<file path="src/rtl/kl_align.sv">
// kl_align: KLink aligner between unaligned upstream requests and 64-bit
// aligned targets. It splits lane-crossing requests and merges reads to lane 0.
module kl_align #(
  parameter int OUTSTANDING = 4
) (
  input  logic        clk,
  input  logic        rst,

  input  logic [31:0] up_req_addr,
  input  logic        up_req_wen,
  input  logic [63:0] up_req_wdata,
  input  logic [7:0]  up_req_wmask,
  input  logic [2:0]  up_req_size,
  input  logic [4:0]  up_req_srcid,
  input  logic        up_req_valid,
  output logic        up_req_ready,

  output logic [63:0] up_resp_rdata,
  output logic        up_resp_ren,
  output logic [2:0]  up_resp_size,
  output logic [4:0]  up_resp_dstid,
  output logic        up_resp_valid,
  input  logic        up_resp_ready,

  output logic [31:0] dn_req_addr,
  output logic        dn_req_wen,
  output logic [63:0] dn_req_wdata,
  output logic [7:0]  dn_req_wmask,
  output logic [2:0]  dn_req_size,
  output logic [4:0]  dn_req_srcid,
  output logic        dn_req_valid,
  input  logic        dn_req_ready,

  input  logic [63:0] dn_resp_rdata,
  input  logic        dn_resp_ren,
  input  logic [2:0]  dn_resp_size,
  input  logic [4:0]  dn_resp_dstid,
  input  logic        dn_resp_valid,
  output logic        dn_resp_ready
);

  localparam int PW = $clog2(OUTSTANDING);
  localparam int CW = PW + 1;

  typedef struct packed {
    logic [2:0] off;
    logic [2:0] size;
    logic [4:0] srcid;
    logic       ren;
    logic       split;
  } tag_t;

  typedef enum logic {IDLE, SECOND} req_st_t;
  typedef enum logic {RIDLE, RMERGE} rsp_st_t;

  function automatic logic [1:0] clamp_sz(input logic [2:0] s);
    return s[2] ? 2'd3 : s[1:0];
  endfunction

  function automatic logic [7:0] byte_en(input logic [1:0] s);
    logic [7:0] be;
    unique case (s)
      2'd0:    be = 8'h01;
      2'd1:    be = 8'h03;
      2'd2:    be = 8'h0f;
      default: be = 8'hff;
    endcase
    return be;
  endfunction

  function automatic logic [63:0] lane_mask(input logic [7:0] be);
    logic [63:0] m;
    for (int i = 0; i < 8; i++) begin
      m[8*i +: 8] = {8{be[i]}};
    end
    return m;
  endfunction

  req_st_t       req_st;
  rsp_st_t       rsp_st;
  logic [31:0]   hold_addr;
  logic [63:0]   hold_wdata;
  logic [7:0]    hold_wmask;
  logic [63:0]   merge_q;

  tag_t          tag_mem [OUTSTANDING];
  logic [PW-1:0] wr_ptr;
  logic [PW-1:0] rd_ptr;
  logic [CW-1:0] tag_cnt;
  logic          tag_full;
  logic          tag_nonempty;
  logic          tag_pop;
  tag_t          tag_head;
  tag_t          tag_new;

  logic [2:0]    req_off;
  logic [1:0]    req_sz;
  logic [7:0]    req_mask;
  logic [3:0]    req_end;
  logic          req_split;
  logic [5:0]    req_sh0;
  logic [5:0]    req_sh1;
  logic [2:0]    req_rem;
  logic          up_fire;

  logic [63:0]   rsp_lm;
  logic [5:0]    rsp_sh0;
  logic [5:0]    rsp_sh1;
  logic [63:0]   rsp_low;
  logic [63:0]   rsp_merged;
  logic          rsp_last;
  logic          rsp_fire;

  logic          unused_ok;

  assign unused_ok = ^{dn_resp_ren, dn_resp_size, dn_resp_dstid};

  assign req_off   = up_req_addr[2:0];
  assign req_sz    = clamp_sz(up_req_size);
  assign req_mask  = up_req_wmask & byte_en(req_sz);
  assign req_end   = {1'b0, req_off} + (4'd1 << req_sz);
  assign req_split = req_end > 4'd8;
  // 3'd0 - off is 8 - off for every offset that can split
  assign req_rem   = 3'd0 - req_off;
  assign req_sh0   = {req_off, 3'b000};
  assign req_sh1   = {req_rem, 3'b000};

  assign tag_full     = tag_cnt == CW'(OUTSTANDING);
  assign tag_nonempty = tag_cnt != '0;

  assign up_req_ready = rst & (req_st == IDLE)
                      & (!dn_req_valid | dn_req_ready)
                      & !tag_full;
  assign up_fire      = up_req_valid & up_req_ready;
  assign dn_req_size  = 3'd3;

  assign tag_new.off   = req_off;
  assign tag_new.size  = up_req_size;
  assign tag_new.srcid = up_req_srcid;
  assign tag_new.ren   = !up_req_wen;
  assign tag_new.split = req_split;
  assign tag_head      = tag_mem[rd_ptr];

  always_ff @(posedge clk or negedge rst) begin
    if (!rst) begin
      req_st       <= IDLE;
      dn_req_valid <= 1'b0;
      dn_req_addr  <= '0;
      dn_req_wen   <= 1'b0;
      dn_req_wdata <= '0;
      dn_req_wmask <= '0;
      dn_req_srcid <= '0;
      hold_addr    <= '0;
      hold_wdata   <= '0;
      hold_wmask   <= '0;
    end else begin
      unique case (req_st)
        IDLE: begin
          if (up_fire) begin
            dn_req_valid <= 1'b1;
            dn_req_addr  <= {up_req_addr[31:3], 3'b000};
            dn_req_wen   <= up_req_wen;
            dn_req_wdata <= up_req_wdata << req_sh0;
            dn_req_wmask <= req_mask << req_off;
            dn_req_srcid <= up_req_srcid;
            if (req_split) begin
              hold_addr  <= {up_req_addr[31:3], 3'b000} + 32'd8;
              hold_wdata <= up_req_wdata >> req_sh1;
              hold_wmask <= req_mask >> req_rem;
              req_st     <= SECOND;
            end
          end else if (dn_req_ready) begin
            dn_req_valid <= 1'b0;
          end
        end
        SECOND: begin
          if (dn_req_ready) begin
            dn_req_addr  <= hold_addr;
            dn_req_wdata <= hold_wdata;
            dn_req_wmask <= hold_wmask;
            req_st       <= IDLE;
          end
        end
      endcase
    end
  end

  always_ff @(posedge clk or negedge rst) begin
    if (!rst) begin
      wr_ptr  <= '0;
      rd_ptr  <= '0;
      tag_cnt <= '0;
      for (int i = 0; i < OUTSTANDING; i++) begin
        tag_mem[i] <= '0;
      end
    end else begin
      if (up_fire) begin
        tag_mem[wr_ptr] <= tag_new;
        wr_ptr          <= wr_ptr + 1'b1;
      end
      if (tag_pop) begin
        rd_ptr <= rd_ptr + 1'b1;
      end
      unique case ({up_fire, tag_pop})
        2'b10:   tag_cnt <= tag_cnt + 1'b1;
        2'b01:   tag_cnt <= tag_cnt - 1'b1;
        default: tag_cnt <= tag_cnt;
      endcase
    end
  end

  assign dn_resp_ready = rst & tag_nonempty
                       & (!up_resp_valid | up_resp_ready);
  assign rsp_fire      = dn_resp_valid & dn_resp_ready;

  assign rsp_lm     = lane_mask(byte_en(clamp_sz(tag_head.size)));
  assign rsp_sh0    = {tag_head.off, 3'b000};
  assign rsp_sh1    = {3'd0 - tag_head.off, 3'b000};
  assign rsp_low    = dn_resp_rdata >> rsp_sh0;
  assign rsp_merged = merge_q | (dn_resp_rdata << rsp_sh1);
  assign rsp_last   = !tag_head.split | (rsp_st == RMERGE);
  assign tag_pop    = rsp_fire & rsp_last;

  always_ff @(posedge clk or negedge rst) begin
    if (!rst) begin
      rsp_st        <= RIDLE;
      merge_q       <= '0;
      up_resp_valid <= 1'b0;
      up_resp_rdata <= '0;
      up_resp_ren   <= 1'b0;
      up_resp_size  <= '0;
      up_resp_dstid <= '0;
    end else begin
      if (up_resp_ready) begin
        up_resp_valid <= 1'b0;
      end
      if (rsp_fire) begin
        unique case (rsp_st)
          RIDLE: begin
            if (tag_head.split) begin
              merge_q <= rsp_low;
              rsp_st  <= RMERGE;
            end else begin
              up_resp_valid <= 1'b1;
              up_resp_rdata <= rsp_low & rsp_lm;
              up_resp_ren   <= tag_head.ren;
              up_resp_size  <= tag_head.size;
              up_resp_dstid <= tag_head.srcid;
            end
          end
          RMERGE: begin
            up_resp_valid <= 1'b1;
            up_resp_rdata <= rsp_merged & rsp_lm;
            up_resp_ren   <= tag_head.ren;
            up_resp_size  <= tag_head.size;
            up_resp_dstid <= tag_head.srcid;
            merge_q       <= '0;
            rsp_st        <= RIDLE;
          end
        endcase
      end
    end
  end

endmodule

</file>
<file path="config.mk">
export PLATFORM = sky130hd
export DESIGN_NAME = kl_align
export DESIGN_NICKNAME = d
export VERILOG_FILES = /design/src/rtl/kl_align.sv
export SDC_FILE = /design/constraint.sdc
export NUM_CORES = 1
export LEC_CHECK = 0
export CAP_MARGIN = 20
export CORE_UTILIZATION = 35
export CTS_BUF_LIST = sky130_fd_sc_hd__clkbuf_8
export CTS_CLUSTER_DIAMETER = 200
export DETAILED_ROUTE_END_ITERATION = 12
export PLACE_DENSITY_LB_ADDON = 0.25
export SYNTH_ARGS = -nofsm -noshare
export SYNTH_HDL_FRONTEND = slang
export SYNTH_SLANG_ARGS = --single-unit
export TNS_END_PERCENT = 20
</file>
<file path="constraint.sdc">
create_clock -name clk -period 3.5 [get_ports clk]
set_input_delay 0.7 -clock clk [delete_from_list [all_inputs] [get_ports clk]]
set_output_delay 0.7 -clock clk [all_outputs]
set_load 0.005 [all_outputs]
</file>
======== Yosys cells after proc, flatten, opt, wreduce, memory -nomap -nowiden ========
Cells that the tools add are included.
storage, ports and cells
  input bits .............................. 192
  bits in registers ....................... 414
  output and inout bits ................... 190
  word-level logic and storage cells ...... 148
operators by class
  shifts and indexed selects .............. 7
  equality and inequality tests ........... 11
  bitwise operators ....................... 19
  mux-type cells .......................... 42
  add/sub/neg operators ................... 8
  order comparisons ....................... 4
  reductions and logical operators ........ 17
operators by type and width
  kind                                            count
  case mux 64 bit (2 select lines)                3
  two-way mux 64 bit                              4
  bitwise AND 64 bit                              2
  << shifter 64 x 6 -> 64 bit                     2
  right shift 64 x 6 -> 64 bit                    2
  two-way mux 32 bit                              2
  bitwise OR 64 bit                               1
  case mux 32 bit (2 select lines)                1
  bitwise mux 52 bit                              1
  case mux 8 bit (3 select lines)                 2
  two-way mux 13 bit                              3
  adder 32 x 4 -> 32 bit (second input constant)  1
  binary-select mux 13 bit (select 2 bit)         1
  demux 13 bit (select 2 bit)                     1
  two-way mux 8 bit                               2
  case mux 8 bit (2 select lines)                 1
  case mux 3 bit (2 select lines)                 2
  two-way mux 1 bit                               10
  case mux 5 bit (2 select lines)                 1
  AND reduction 2 bit                             5
  bitwise AND 1 bit                               8
  bitwise AND 8 bit                               1
  inequality test 2 bit (second input constant)   4
  case mux 1 bit (2 select lines)                 4
  other kinds (26)                                44

======== Logic depth before layout (Yosys ltp) ========
  depth in word-level cells ............... 10
  depth in mapped cells ................... 15
  mapped depth without buffers ............ 10

======== Worst setup path after synthesis ========
No wires, ideal clock.
  path kind ............................... input -> register
  start point ............................. in up_req_addr[0]
  end point ............................... reg hold_wdata[13]
  library setup time ...................... 0.125 ns
  slack ................................... -0.064 ns
  arrival ................................. 3.439 ns
  required time ........................... 3.375 ns
  buffers on the path ..................... 5
  stages on the path ...................... 10
  cells stage by stage .................... buf_1 -> inv_1 -> clkbuf_1 -> buf_1 -> ha_1 -> xor2_1 -> clkbuf_1 -> clkbuf_1 -> o21ai_0 -> mux2_2
on the way
  word-level cells in the longest chain between the ends .. 3
  elaborated cells on any way between the ends .. 5
  classes of those cells .................. add/sub: 2; order compare: 1; shift: 1; reduce/logical: 1
ends and longest elaborated chain
  element                        line  source
  from (decl)                    9     input logic [31:0] up_req_addr,
  adder 3 x 4 -> 4 bit           121   assign req_end = {1'b0, req_off} + (4'd1 << req_sz);
  > comparator 4 bit             122   assign req_split = req_end > 4'd8;
  AND reduction 3 bit (no line)  -
  to (signal assigned)           168   hold_wdata <= up_req_wdata >> req_sh1;
  to (decl)                      82    logic [63:0] hold_wdata;
Several ways; a longest one is shown, not always the timed one.
A chain may end at the register's enable or synchronous reset.

======== Final worst setup path ========
  start point ............................. reg rd_ptr[0]
  end point ............................... reg up_resp_rdata[29]
on the way
  word-level cells in the longest chain between the ends .. 10
  elaborated cells on any way between the ends .. 19
  classes of those cells .................. add/sub: 1; eq/ne: 3; shift: 2; mux: 7; bitwise: 4; reduce/logical: 2
ends and longest elaborated chain
  element                                                                            line  source
  from (decl)                                                                        88    logic [PW-1:0] rd_ptr;
  from (signal assigned)                                                             202   rd_ptr <= rd_ptr + 1'b1;
  inverter 2 -> 3 bit (implied by the code) (*)                                      142   assign tag_head = tag_mem[rd_ptr];
  binary-select mux 13 bit (select 2 bit) (*)                                        142
  two-way mux 13 bit (implied by the code) (*) (2 in series)                         142
  parallel branches: the longest is 6 deep, another holds subtractor 1 x 3 -> 3 bit  -
  to (signal assigned)                                                               245   up_resp_rdata <= rsp_low & rsp_lm;
  to (signal assigned)                                                               253   up_resp_rdata <= rsp_merged & rsp_lm;
  to (decl)                                                                          18    output logic [63:0] up_resp_rdata,
Every way passes the cells marked *. The select of a mux whose other input is x is not followed.

==> impl_results.md <==
* Register bit count reported by yosys at roughly 410
* Max Clk Rate at about 320 MHz
* Die area at 0.07139 mm²
* HPWL Detailed at roughly 66,000 µm
* Yosys warning count at 0
* Worst Path Arrival at between 3 and 4 ns
* Post-route ant nets at 0
* Min cycle time layout at around 3.2 ns
* Top cells by area, synth: dfrtp_1 (41%), mux2i_1 (8.7%), mux4_2 (7.0%)
* CTS tree: yes
* Clock root buffer: clkbuf_8
* CTS H-Tree Depth at 3
* Pwr dens at about 960 mW/mm²
* Placement Setup Slack at -0.1040 ns
* Cell total after placement at about 3,700
* CTS max path bufs at 3
* Post-CTS sizing at 0
* Clk sinks at approximately 400
* Flop pwr share at about a quarter
* Hold Fails Final Rpt at 0
* Die height at between 200 and 300 µm
* Synth Instances at ~2,500
* Peak VDD IR at ~940 µV
* Cell with the most instances after synthesis: dfrtp_1
* Mapped Avg Cell Area at around 10 µm²
* Final nets at 3,022
* Worst Skew at 0.05520 ns
* Post-synth ARST share at 100.0%
* Slew Viols, Final at 0
* Placed Area at around 0.030 mm²
* Hold Slack at 0.4401 ns
* RSZ-0062 raised after global routing: no
* GPL Wtd Cong at around 0.94
* Status: finished clean
* CTS Hold Bufs at 1
* Vias at ~22,000
* Worst r2r path cells at 8
* Clock power frac at approximately 17%
* Drt initial violations at between 2,000 and 2,500
* Post-synth top cells: dfrtp_1 (408), nand2_1 (379), mux2i_1 (215)
* Total wire length at roughly 90,000 µm
* Leak at around 13 nW
* Tcrit/Tclk final at 90.14%
* # Max-Cap Violations at 0
* Core Region at around 0.069 mm²
* DRC viols at 0
* EDFF count, synth at 0
* Cell taking the most area after synthesis: dfrtp_1
* Seq/Total Area, Yosys at about two fifths
* Clock Latency Late Sink at about 0.7 ns
* CTS Buf Count at just over 80
* Number of global-route vias before repair at 21,850
* Internal power at approximately 0.017 W
* CP required at about 4.1 ns
* Net Sw Frac at between 40 and 50%
* PnR worst setup slack at ~0.34 ns
* Layout area overhead at 27.43%
* Critical path type: reg2reg
* First-pass GRT wire length at approximately 140,000 µm
* Finished Cell Area at roughly 0.031 mm²
* Post-CTS Setup Inserts at 0
* Max transition margin at 35.55%
* Post-synth top area share at 41.48%
* # IOs at approximately 380
* Gr ovfl total at 0
* Initial core utilization at 35.64%
* Cell Area, Synth at 0.02461 mm²
* Comb power frac at 56.5%
* CP endpoint kind: flop
* Drt pass-1 iters at 6
* Vias per cell at roughly 5.7
* Count of cell types in the netlist at 79
* Routed wire per std cell at 24.16 µm
* CP Max Fanout at 21
* Row Count at between 90 and 100
* Top_reg_cell synth: dfrtp_1
* Largest net degree at the start of global routing at 153
* GRT Util Overall at about a quarter
* Startpoint Class: flop
* Fillers at between 6,000 and 7,000
* Share of cells above drive strength 1 at 17.00%
* Psw at 0.01328 W
* Horiz. Die Dim at between 200 and 300 µm
* IO buf count at approximately 370
* Clk slew on worst S/H paths at roughly 0.060 ns
* Final setup viols at 0
* Worst-margin pin slew at 0.9667 ns
* Initial antenna violation count at 2
* Worst hold path type: in2async
* Layout Cells excl Fill at 3,809
-- power groups by stage --
| stage | Clock [W] | Sequential [W] | Combinational [W] |
|---|---|---|---|
| after floorplan | 0 | 0.00771 | 0.0106 |
| after global placement | 0 | 0.00800 | 0.0166 |
| after detailed placement | 0 | 0.00808 | 0.0169 |
| after CTS | 0.00526 | 0.00804 | 0.0169 |
| after global routing | 0.00548 | 0.00828 | 0.0183 |
| final | 0.00512 | 0.00804 | 0.0171 |
-- per-layer routing --
metal	GRT usage, %	vias to the layer above	share of wire, %
li1	-	9831	-
met2	39.99	999	46
met4	8.543	0	2.5
met5	0	-	0
met3	5.802	127	8.6
met1	35.16	10880	43
-- worst max-delay path, cell delays in order, from the launching register on --
cell     delay (ns)
dfrtp_1        0.42
mux4_4         0.75
inv_1          0.12
ha_1           0.46
inv_2          0.14
buf_4          0.31
nand2_1        0.19
a311o_1        0.35
a32o_1         0.26
-- flip-flops by register name, indices dropped and copies added (netlist names), 2 cells and up --
signal	flops
hold_wmask	8
dn_req_addr	29
tag_mem	52
rd_ptr	2
up_resp_size	3
dn_req_srcid	5
dn_req_wmask	8
wr_ptr	2
hold_wdata	64
tag_cnt	3
up_resp_rdata	64
merge_q	64
hold_addr	29
dn_req_wdata	64
up_resp_dstid	5
-- cell type report --
cell class	count	area (µm²)	share of cell area, %
clock inverter	43	309.0	0.9853
tap	931	1165	3.714
antenna	2	5.005	0.01596
sequential	408	10210	32.56
multi-input combinational	1803	13430	42.81
inverter	41	153.9	0.4907
timing repair buffer	482	4728	15.07
clock buffer	99	1363	4.344
-- cells in the final DEF, fill, tap and decap left out, types with 11 or more instances in the layout --
| master | instances |
|---|---|
| xnor2_1 | 18 |
| mux2_2 | 142 |
| dfrtp_1 | 407 |
| clkdlybuf4s50_1 | 362 |
| nor2_1 | 107 |
| buf_12 | 15 |
| nor2b_1 | 12 |
| clkbuf_8 | 99 |
| xor2_1 | 18 |
| a222oi_1 | 12 |
| a21oi_1 | 88 |
| a22o_1 | 18 |
| nand3_1 | 36 |
| o22ai_1 | 24 |
| mux2i_1 | 215 |
| o31ai_1 | 40 |
| ha_1 | 11 |
| inv_1 | 59 |
| nand2_1 | 379 |
| a211oi_1 | 25 |
| nand2b_1 | 17 |
| mux4_2 | 75 |
| a31oi_1 | 23 |
| nor3_1 | 55 |
| a22oi_1 | 41 |
| o221ai_1 | 29 |
| o21ai_0 | 213 |
| buf_4 | 99 |
-- per-stage QoR --
step / power, W / utilization, % / setup TNS (ns)
global route: 0.03210 / 45.41 / 0
floorplan: 0.01829 / - / -0.02343
detailed placement: 0.02494 / 42.97 / -4.122
global placement: 0.02462 / 42.95 / -1.079
finish: 0.03026 / 45.41 / 0
CTS: 0.03022 / 45.41 / 0
-- kinds of logic (layout without fill, tap and decap cells) --
group | after synthesis | after routing | share of synthesized area, %
buffers and inverters | 252 | 665 | 4.478
muxes | 448 | 448 | 23.36
DFF | 408 | 408 | 41.48
xor gates and xnor gates | 40 | 40 | 1.484
other | 2 | 8 | 0.03051
and+or+nand+nor | 676 | 676 | 11.95
AOI/OAI and AO/OA | 620 | 620 | 16.50
adders and majority gates | 13 | 13 | 0.7218
-- path summary, 6_finish.rpt --
path | start | endpoint | slack, ns
setup / recovery | rd_ptr[0] | up_resp_rdata[29] | 0.34
hold / removal | rst | up_resp_valid | 0.44
setup reg to reg | rd_ptr[0] | up_resp_rdata[29] | 0.34
hold reg to reg | merge_q[60] | merge_q[60] | 0.48
max in group asynchronous | rst | dn_req_addr[8] | 1.01
min in group clk | merge_q[60] | merge_q[60] | 0.48
Note: power is estimated with default switching activity, not from simulation.
